<file path="config.mk">
export PLATFORM = sky130hd
export DESIGN_NAME = simon_seq_engine
export DESIGN_NICKNAME = d
export VERILOG_FILES = /design/src/rtl/simon_seq_engine.sv
export SDC_FILE = /design/constraint.sdc
export NUM_CORES = 1
export LEC_CHECK = 0
export CAP_MARGIN = 20
export CORE_MARGIN = 2
export CORE_UTILIZATION = 55
export DETAILED_ROUTE_END_ITERATION = 16
export GPL_TIMING_DRIVEN = 0
export PLACE_DENSITY = 0.73
export SLEW_MARGIN = 10
export SYNTH_ARGS = -nofsm -noshare
export SYNTH_HDL_FRONTEND = slang
export SYNTH_SLANG_ARGS = --single-unit
</file>
<file path="constraint.sdc">
create_clock -name clk -period 5.85 [get_ports clk]
set_input_delay 1.17 -clock clk [delete_from_list [all_inputs] [get_ports clk]]
set_output_delay 1.17 -clock clk [all_outputs]
set_load 0.02 [all_outputs]
</file>
<file path="src/rtl/simon_seq_engine.sv">
// Simon game datapath: holds the LFSR-generated colour sequence, plays the current
// round on the LEDs and judges player presses for the control FSM.
module simon_seq_engine #(
    parameter int          MAX_LEN    = 16,
    parameter int          STEP_TICKS = 25000000,
    parameter int          GAP_TICKS  = 12500000,
    parameter logic [15:0] LFSR_SEED  = 16'hACE1,
    localparam int         IW         = $clog2(MAX_LEN)
) (
    input  logic        clk,
    input  logic        reset,
    input  logic        ld,
    input  logic        show,
    input  logic        comp,
    input  logic        match,
    input  logic [3:0]  btn,
    output logic [3:0]  led,
    output logic        cor,
    output logic        finish,
    output logic        show_done,
    output logic        press_vld,
    output logic [IW:0] round_len
);

    localparam int TMAX = (STEP_TICKS > GAP_TICKS) ? STEP_TICKS : GAP_TICKS;
    localparam int TW   = ($clog2(TMAX) < 1) ? 1 : $clog2(TMAX);
    localparam logic [IW:0] LEN_MAX = (IW+1)'(MAX_LEN);

    typedef enum logic [2:0] {IDLE, FILL, PLAY_ON, PLAY_GAP, CAPTURE} state_t;

    state_t        state;
    logic [1:0]    mem [MAX_LEN];
    logic [15:0]   lfsr;
    logic [TW-1:0] tick;
    logic [IW-1:0] idx, play_ptr, fp;
    logic          regen, armed;
    logic          ld_prev, show_prev;
    logic [3:0]    btn_prev;

    logic          ld_rise, show_rise, press_edge, lfsr_fb;
    logic [IW-1:0] last_idx, play_nxt;
    logic [IW-1:0] idx_m;
    logic [IW:0]   rlen_m;
    logic          fin_m, regen_m, armed_m;
    logic          cor_n, fin_n;

    function automatic logic [3:0] onehot(input logic [1:0] c);
        return 4'b0001 << c;
    endfunction

    assign ld_rise    = ld & ~ld_prev;
    assign show_rise  = show & ~show_prev;
    assign press_edge = (btn_prev == 4'b0) && (btn != 4'b0);
    assign lfsr_fb    = lfsr[15] ^ lfsr[13] ^ lfsr[12] ^ lfsr[10];
    assign last_idx   = IW'(round_len - (IW+1)'(1));
    assign play_nxt   = play_ptr + IW'(1);

    // Match is applied before any press in the same cycle, so the press is
    // judged against the advanced index and re-armed state.
    always_comb begin
        idx_m   = idx;
        rlen_m  = round_len;
        fin_m   = finish;
        regen_m = regen;
        armed_m = armed;
        if (match) begin
            armed_m = 1'b1;
            fin_m   = 1'b0;
            if (finish) begin
                idx_m = '0;
                if (round_len == LEN_MAX) regen_m = 1'b1;
                else                      rlen_m  = round_len + (IW+1)'(1);
            end else if (idx != last_idx) begin
                idx_m = idx + IW'(1);
            end
        end
        cor_n = (btn == onehot(mem[idx_m]));
        fin_n = cor_n && (idx_m == IW'(rlen_m - (IW+1)'(1)));
    end

    // Sequence store has no reset; its contents are only meaningful after a fill.
    always_ff @(posedge clk) begin
        if (state == FILL && ld) mem[fp] <= lfsr[1:0];
    end

    always_ff @(posedge clk or posedge reset) begin
        if (reset) begin
            state     <= IDLE;
            lfsr      <= LFSR_SEED;
            tick      <= '0;
            idx       <= '0;
            play_ptr  <= '0;
            fp        <= '0;
            regen     <= 1'b1;
            armed     <= 1'b1;
            ld_prev   <= 1'b0;
            show_prev <= 1'b0;
            btn_prev  <= 4'b0;
            led       <= 4'b0;
            cor       <= 1'b0;
            finish    <= 1'b0;
            show_done <= 1'b0;
            press_vld <= 1'b0;
            round_len <= (IW+1)'(1);
        end else begin
            lfsr      <= {lfsr[14:0], lfsr_fb};
            ld_prev   <= ld;
            show_prev <= show;
            btn_prev  <= btn;
            show_done <= 1'b0;
            press_vld <= 1'b0;
            idx       <= idx_m;
            round_len <= rlen_m;
            finish    <= fin_m;
            regen     <= regen_m;
            armed     <= armed_m;
            if (match) cor <= 1'b0;

            if (ld_rise) begin
                idx   <= '0;
                armed <= 1'b1;
                led   <= 4'b0;
                if (regen_m) begin
                    state     <= FILL;
                    fp        <= '0;
                    round_len <= (IW+1)'(1);
                    regen     <= 1'b0;
                end else begin
                    state <= IDLE;
                end
            end else if (state == FILL) begin
                if (ld) fp    <= fp + IW'(1);
                else    state <= IDLE;
            end else if (ld) begin
                state <= IDLE;
                led   <= 4'b0;
            end else if (show_rise) begin
                play_ptr <= '0;
                tick     <= '0;
                cor      <= 1'b0;
                finish   <= 1'b0;
                led      <= onehot(mem[0]);
                state    <= PLAY_ON;
            end else begin
                case (state)
                    PLAY_ON: begin
                        if (tick == TW'(STEP_TICKS - 1)) begin
                            tick  <= '0;
                            led   <= 4'b0;
                            state <= PLAY_GAP;
                        end else begin
                            tick <= tick + TW'(1);
                        end
                    end
                    PLAY_GAP: begin
                        if (tick == TW'(GAP_TICKS - 1)) begin
                            tick <= '0;
                            if (play_ptr == last_idx) begin
                                show_done <= 1'b1;
                                state     <= IDLE;
                            end else begin
                                play_ptr <= play_nxt;
                                led      <= onehot(mem[play_nxt]);
                                state    <= PLAY_ON;
                            end
                        end else begin
                            tick <= tick + TW'(1);
                        end
                    end
                    default: begin
                        if (comp) begin
                            state <= CAPTURE;
                            led   <= btn;
                            if (press_edge && armed_m) begin
                                cor       <= cor_n;
                                finish    <= fin_n;
                                press_vld <= 1'b1;
                                armed     <= 1'b0;
                                if (!cor_n) regen <= 1'b1;
                            end
                        end else begin
                            state <= IDLE;
                            led   <= 4'b0;
                        end
                    end
                endcase
            end
        end
    end

endmodule
</file>
==> results.sh, run 1 <==
export IMPL_dp_hpwl_mm=8.74
export IMPL_post_drt_via_cell_ratio=5.88
export IMPL_ir_drop_mv=0.162
export IMPL_syn_to_final_growth_pct=10.3
export IMPL_tightest_slew_ns=0.808
export IMPL_yosys_warnings=0
export IMPL_critPathBufInv=4
export IMPL_cts_sinks=109
export IMPL_fillers=817
export IMPL_num_io_pins=23
export IMPL_grt_pass1_wl_mm=19.9
export IMPL_port_buffers=21
export IMPL_syn_cell_area_sq_mm=0.00566
export IMPL_critical_path_class="flop to flop"
export IMPL_final_cells=701
export IMPL_clkTransAtPathRegs_ns=0.10
export IMPL_synth_edf_count=32
export IMPL_die_width_um=105
export IMPL_grt_pass1_vias=4045
export IMPL_final_seq_area_sq_mm=0.00290
export IMPL_gr_usage_met2_pct=37.3
export IMPL_core_area_sq_mm=0.0101
export IMPL_setup_tns_ns=0
export IMPL_crit_path_frequent_cell="nand2_1"
export IMPL_worst_skew_pair_late_latency_ns=0.37
export IMPL_drv_cap=0
export IMPL_final_util_pct=61.6
export IMPL_chipHeight_um=105
export IMPL_crit_path_start_kind="flop"
export IMPL_worstPathCellList="buf_2 > inv_1 > ha_1 > xor2_1 > nand2_1 > or4b_1 > buf_6 > nand2_8 > buf_8 > mux2i_1 > a221oi_1 > or4_4 > nor2b_4 > a41oi_2 > nand2_1 > a22o_1"
export IMPL_final_common_cell="nor2_1"
export IMPL_busiest_layer="met2"
export IMPL_syn_inst=526
export IMPL_async_flop_share_pct=70.6
export IMPL_power_density_mw_per_mm2=355
export IMPL_cp_slowest_cell="dfstp_2"
export IMPL_cp_top_family="simple AND/OR/NAND/NOR gates"
export IMPL_dieArea_sq_mm=0.0111
export IMPL_syn_num_nets=547
export IMPL_drc_errors=0
export IMPL_cpPeakStageDelay_ns=0.55
export IMPL_hold_buffers=0
export IMPL_cts_tree="yes"
export IMPL_dr_pass1_iters=5
export IMPL_worstPathMaxFanout=10
export IMPL_htreeDepth=3
export IMPL_grt_max_degree=54
export IMPL_met1_usage_pct=29.8
export IMPL_finalHoldViolCount=0
export IMPL_arrival_ns=4.63
export IMPL_fmax_mhz=229
export IMPL_crit_path_end_kind="flop"
export IMPL_post_route_period_util_pct=74.7
export IMPL_layout_min_cycle_time_ns=4.37
export IMPL_root_buffer="clkbuf_8"
export IMPL_routedWlPerCell_um=16.9
export IMPL_nets=581
export IMPL_hp_class="flop to flop"
export IMPL_p_leak_uw=0.00257
export IMPL_placed_cells=684
export IMPL_crit_required_ns=6.11
export IMPL_grt_total_usage_pct=22.5
export IMPL_max_clock_path_buffers=2
export IMPL_multi_input_area_sq_mm=0.00260
export IMPL_start_util_pct=55.8
export IMPL_avgSynthCellArea_sq_um=10.8
export IMPL_antenna_found_initial=0
export IMPL_maxSlewViolCount=0
export IMPL_drtIter0Drc=353
export IMPL_setup_viol=0
export IMPL_drtAntennaViolNets=0
export IMPL_synth_seq_cells=109
export IMPL_cts_resized=0
export IMPL_final_cell_mix="nor2_1, dfrtp_1, nand2_1"
export IMPL_seq_area_frac_synth_pct=51.3
export IMPL_ys_types=60
export IMPL_post_cts_buffers=0
export IMPL_ys_flop_type="dfrtp_1"
export IMPL_relSlewSlack_pct=46.1
export IMPL_drive_gt1_share_pct=9.38
export IMPL_rows=37
export IMPL_gp_congestion=0.888
export IMPL_rsz0062_at_grt="false"
export IMPL_p_total_uw=2220
export IMPL_worst_clock_skew_ns=0.00855
export IMPL_grt_overflow_total=0
export IMPL_cts_inserted_buffers=9
export IMPL_grtUsageMet3_pct=3.96
export IMPL_status="completed"
export IMPL_routed_wl_mm=11.9
export IMPL_dr_total_vias=4122
export IMPL_antennaDiodeCount=0
==> worst paths after layout <==
kind,start,endpoint,slack [ns],cells past startpoint
max,round_len[0],cor,1.48,16
min,lfsr[9],lfsr[10],0.36,0
max reg2reg,round_len[0],cor,1.48,16
min reg2reg,lfsr[9],lfsr[10],0.36,0
max in group asynchronous,reset,lfsr[11],4.11,3
min in group asynchronous,reset,btn_prev[2],1.12,2
==> final cells by class <==
class	count	area share, %
flip-flops and latches	109	46.5
multi-input cells	386	41.7
repair buffers	23	3.89
well taps	136	2.73
clock buffers	11	2.10
plain buffers	18	1.70
inverters	13	0.822
clock inverters	5	0.561
==> routing by layer <==
layer,vias to the layer above,share of wire (%)
li1,1955,-
met1,2024,43
met2,121,50
met3,22,4.7
met4,0,2.0
met5,-,0
==> metrics by stage <==
stage	setup WS (ns)	hold slack, ns	cell area (sq um)
6_report	1.48	0.361	6240
3_5_place_dp	1.46	0.336	6070
5_1_grt	1.21	0.371	6240
4_1_cts	1.49	0.364	6240
2_1_floorplan	1.86	0.331	5660
3_3_place_gp	1.52	0.341	6040
==> state kept, by name (all words and copies together), names as in the netlist <==
signal	flops
armed	1
btn_prev	4
cor	1
finish	1
fp	4
idx	4
ld_prev	1
led	4
lfsr	16
mem	32
play_ptr	4
press_vld	1
regen	1
round_len	5
show_done	1
show_prev	1
state	3
tick	25
==> cell usage after synthesis (3+ instances only) <==
library cell	instances	share of area (%)
nand2_1	54	3.6
nor2_1	67	4.4
o211ai_1	3	0.40
edfxtp_1	32	17
nand4_1	9	0.99
clkbuf_1	8	0.53
a21oi_1	22	1.9
buf_1	4	0.27
mux4_2	8	3.2
mux2i_1	16	2.8
nor3_1	12	1.1
o21a_1	3	0.40
nand2b_1	9	0.99
dfstp_2	11	5.1
nor4_1	3	0.33
a32o_1	3	0.53
nand3_1	27	2.4
ha_1	11	2.4
a31oi_1	3	0.33
o21ai_0	19	1.7
o31ai_1	3	0.40
xnor2_1	17	2.6
and3_1	15	1.7
nor2b_1	5	0.55
xor2_1	28	4.3
buf_6	3	0.60
inv_1	13	0.86
a221oi_1	10	1.5
dfrtp_1	66	29
==> report_power, final <==
group | internal [uW] | total [uW] | switching, uW
sequential | 841 | 909 | 67.8
combinational | 387 | 906 | 520
clock | 156 | 403 | 247
==> cell families after synthesis <==
logic type	share of synthesized area, %
fa+ha+maj	2.43
buf+inv	2.74
flops	51.3
simple gates	19.1
compound gates	10.1
xor+xnor	7.65
mux	6.68
Power figures use the tool's default switching activity.
==> run 2: changes to the inputs <==
==> constraint.sdc (replaced) <==
create_clock -name clk -period 4.2 [get_ports clk]
set_input_delay 0.84 -clock clk [delete_from_list [all_inputs] [get_ports clk]]
set_output_delay 0.84 -clock clk [all_outputs]
set_load 0.02 [all_outputs]
==> results.sh, run 2 (synthesized netlist as in run 1, its figures left out) <==
export IMPL_startpoint="round_len[0]"
export IMPL_grt_pass1_wl_mm=19.8
export IMPL_largest_register_ffs=32
export IMPL_worst_clock_skew_ns=0.0118
export IMPL_status="completed"
export IMPL_placed_cells=684
export IMPL_multi_input_area_sq_mm=0.00264
export IMPL_setup_viol=0
export IMPL_final_cells=704
export IMPL_dp_hpwl_mm=8.74
export IMPL_p_total_uw=3150
export IMPL_crit_end="cor"
export IMPL_dr_total_vias=4148
export IMPL_core_area_sq_mm=0.0101
export IMPL_hold_path_depth=0
export IMPL_fmax_mhz=247
export IMPL_worstPathMaxFanout=10
export IMPL_num_io_pins=23
export IMPL_cts_tree="yes"
export IMPL_r2r_start="round_len[0]"
export IMPL_p_leak_uw=0.00258
export IMPL_cp_slowest_cell="dfstp_2"
export IMPL_port_buffers=21
export IMPL_crit_path_start_kind="flop"
export IMPL_max_clock_path_buffers=2
export IMPL_grt_max_degree=54
export IMPL_arrival_ns=4.31
export IMPL_dieArea_sq_mm=0.0111
export IMPL_grt_pass1_vias=4044
export IMPL_start_util_pct=55.8
export IMPL_cts_inserted_buffers=9
export IMPL_clkTransAtPathRegs_ns=0.09
export IMPL_tightest_slew_ns=0.807
export IMPL_largest_register="mem"
export IMPL_cpPeakStageDelay_ns=0.58
export IMPL_cts_sinks=109
export IMPL_worst_skew_pair_late_latency_ns=0.37
export IMPL_r2r_slack_ns=0.15
export IMPL_crit_required_ns=4.46
export IMPL_crit_path_end_kind="flop"
export IMPL_drive_gt1_share_pct=10.9
export IMPL_grt_overflow_total=0
export IMPL_htreeDepth=3
export IMPL_hold_buffers=0
export IMPL_final_common_cell="nor2_1"
export IMPL_drtAntennaViolNets=0
export IMPL_critical_path_class="flop to flop"
export IMPL_routed_wl_mm=11.9
export IMPL_syn_to_final_growth_pct=11.6
export IMPL_drc_errors=0
export IMPL_rows=37
export IMPL_top_regs="mem (32), tick (25), lfsr (16)"
export IMPL_fillers=811
export IMPL_die_width_um=105
export IMPL_drtIter0Drc=326
export IMPL_root_buffer="clkbuf_8"
export IMPL_hp_class="flop to flop"
export IMPL_grt_total_usage_pct=22.5
export IMPL_drv_cap=0
export IMPL_whs_ns=0.360
export IMPL_final_seq_area_sq_mm=0.00290
export IMPL_gp_congestion=0.888
export IMPL_final_cell_mix="nor2_1, dfrtp_1, nand2_1"
export IMPL_relSlewSlack_pct=46.2
export IMPL_setup_tns_ns=0
export IMPL_routedWlPerCell_um=16.9
export IMPL_power_density_mw_per_mm2=498
export IMPL_antenna_found_initial=0
export IMPL_worstPathCellList="buf_8 > clkinvlp_4 > ha_4 > xor2_4 > nand2_2 > or4b_1 > buf_6 > nand2_8 > buf_8 > mux2i_2 > a221oi_1 > or4_4 > nor2b_4 > a41oi_2 > nand2_1 > a22o_1"
export IMPL_dr_pass1_iters=5
export IMPL_nets=584
export IMPL_r2r_cells=16
export IMPL_post_drt_via_cell_ratio=5.89
export IMPL_chipHeight_um=105
export IMPL_post_route_period_util_pct=96.5
export IMPL_worst_r2r_endpoint="cor"
export IMPL_ir_drop_mv=0.204
export IMPL_maxSlewViolCount=0
export IMPL_finalHoldViolCount=0
export IMPL_crit_path_frequent_cell="buf_8"
export IMPL_antennaDiodeCount=0
export IMPL_layout_min_cycle_time_ns=4.05
-- run 2: how the worst min path moves through the flow --
stage                         from  endpoint  slack (ns)
after floorplan            lfsr[2]   lfsr[3]        0.33
after global routing       lfsr[2]   lfsr[3]        0.37
after global placement    lfsr[14]  lfsr[15]        0.34
final                      lfsr[9]  lfsr[10]        0.36
after detailed placement   lfsr[2]   lfsr[3]        0.34
after CTS                  lfsr[6]   lfsr[7]        0.36
-- run 2: area by class of cell --
| class | instances | share of cell area, % |
|---|---|---|
| Buffer | 18 | 1.84 |
| Clock inverter | 5 | 0.554 |
| Inverter | 13 | 0.871 |
| Multi-Input combinational cell | 386 | 41.8 |
| Clock buffer | 11 | 2.08 |
| Sequential cell | 109 | 45.9 |
| Tap cell | 136 | 2.69 |
| Timing Repair Buffer | 26 | 4.20 |
-- run 2: worst max-delay path: cells and delay by family, from the launching register on --
family          cells  cell delay, ns
simple gates        6            1.53
flops               1            0.58
buf+inv             4            0.55
compound gates      3            0.55
fa+ha+maj           1            0.32
mux                 1            0.23
xor+xnor            1            0.18
-- run 2: what timing repair did --
item,4_1_cts,5_1_grt
pin swaps,0,2
buffers inserted,0,3
setup endpoints to repair,2,3
resized for setup,3,8
-- run 2: layer usage --
layer | vias to the layer above | share of wire (%) | track usage [%]
met1 | 2046 | 43 | 29.8
met4 | 0 | 2.0 | 8.38
li1 | 1968 | - | -
met5 | - | 0 | 0
met3 | 20 | 4.4 | 3.96
met2 | 114 | 50 | 37.3
-- run 2: report_power, final --
part / internal [uW] / switching (uW) / leakage, uW
logic: 578 / 737 / 0.00120
clock network: 217 / 341 / 0.0000799
registers: 1170 / 102 / 0.00130
-- run 2: stage by stage --
stage	utilization, %	area [sq um]	worst slack (ns)
global route	62.3	6320	-0.00202
global placement	59.6	6040	-0.0541
floorplan	-	5660	0.206
finish	62.3	6320	0.146
detailed placement	59.9	6070	-0.141
CTS	61.6	6250	0.0148
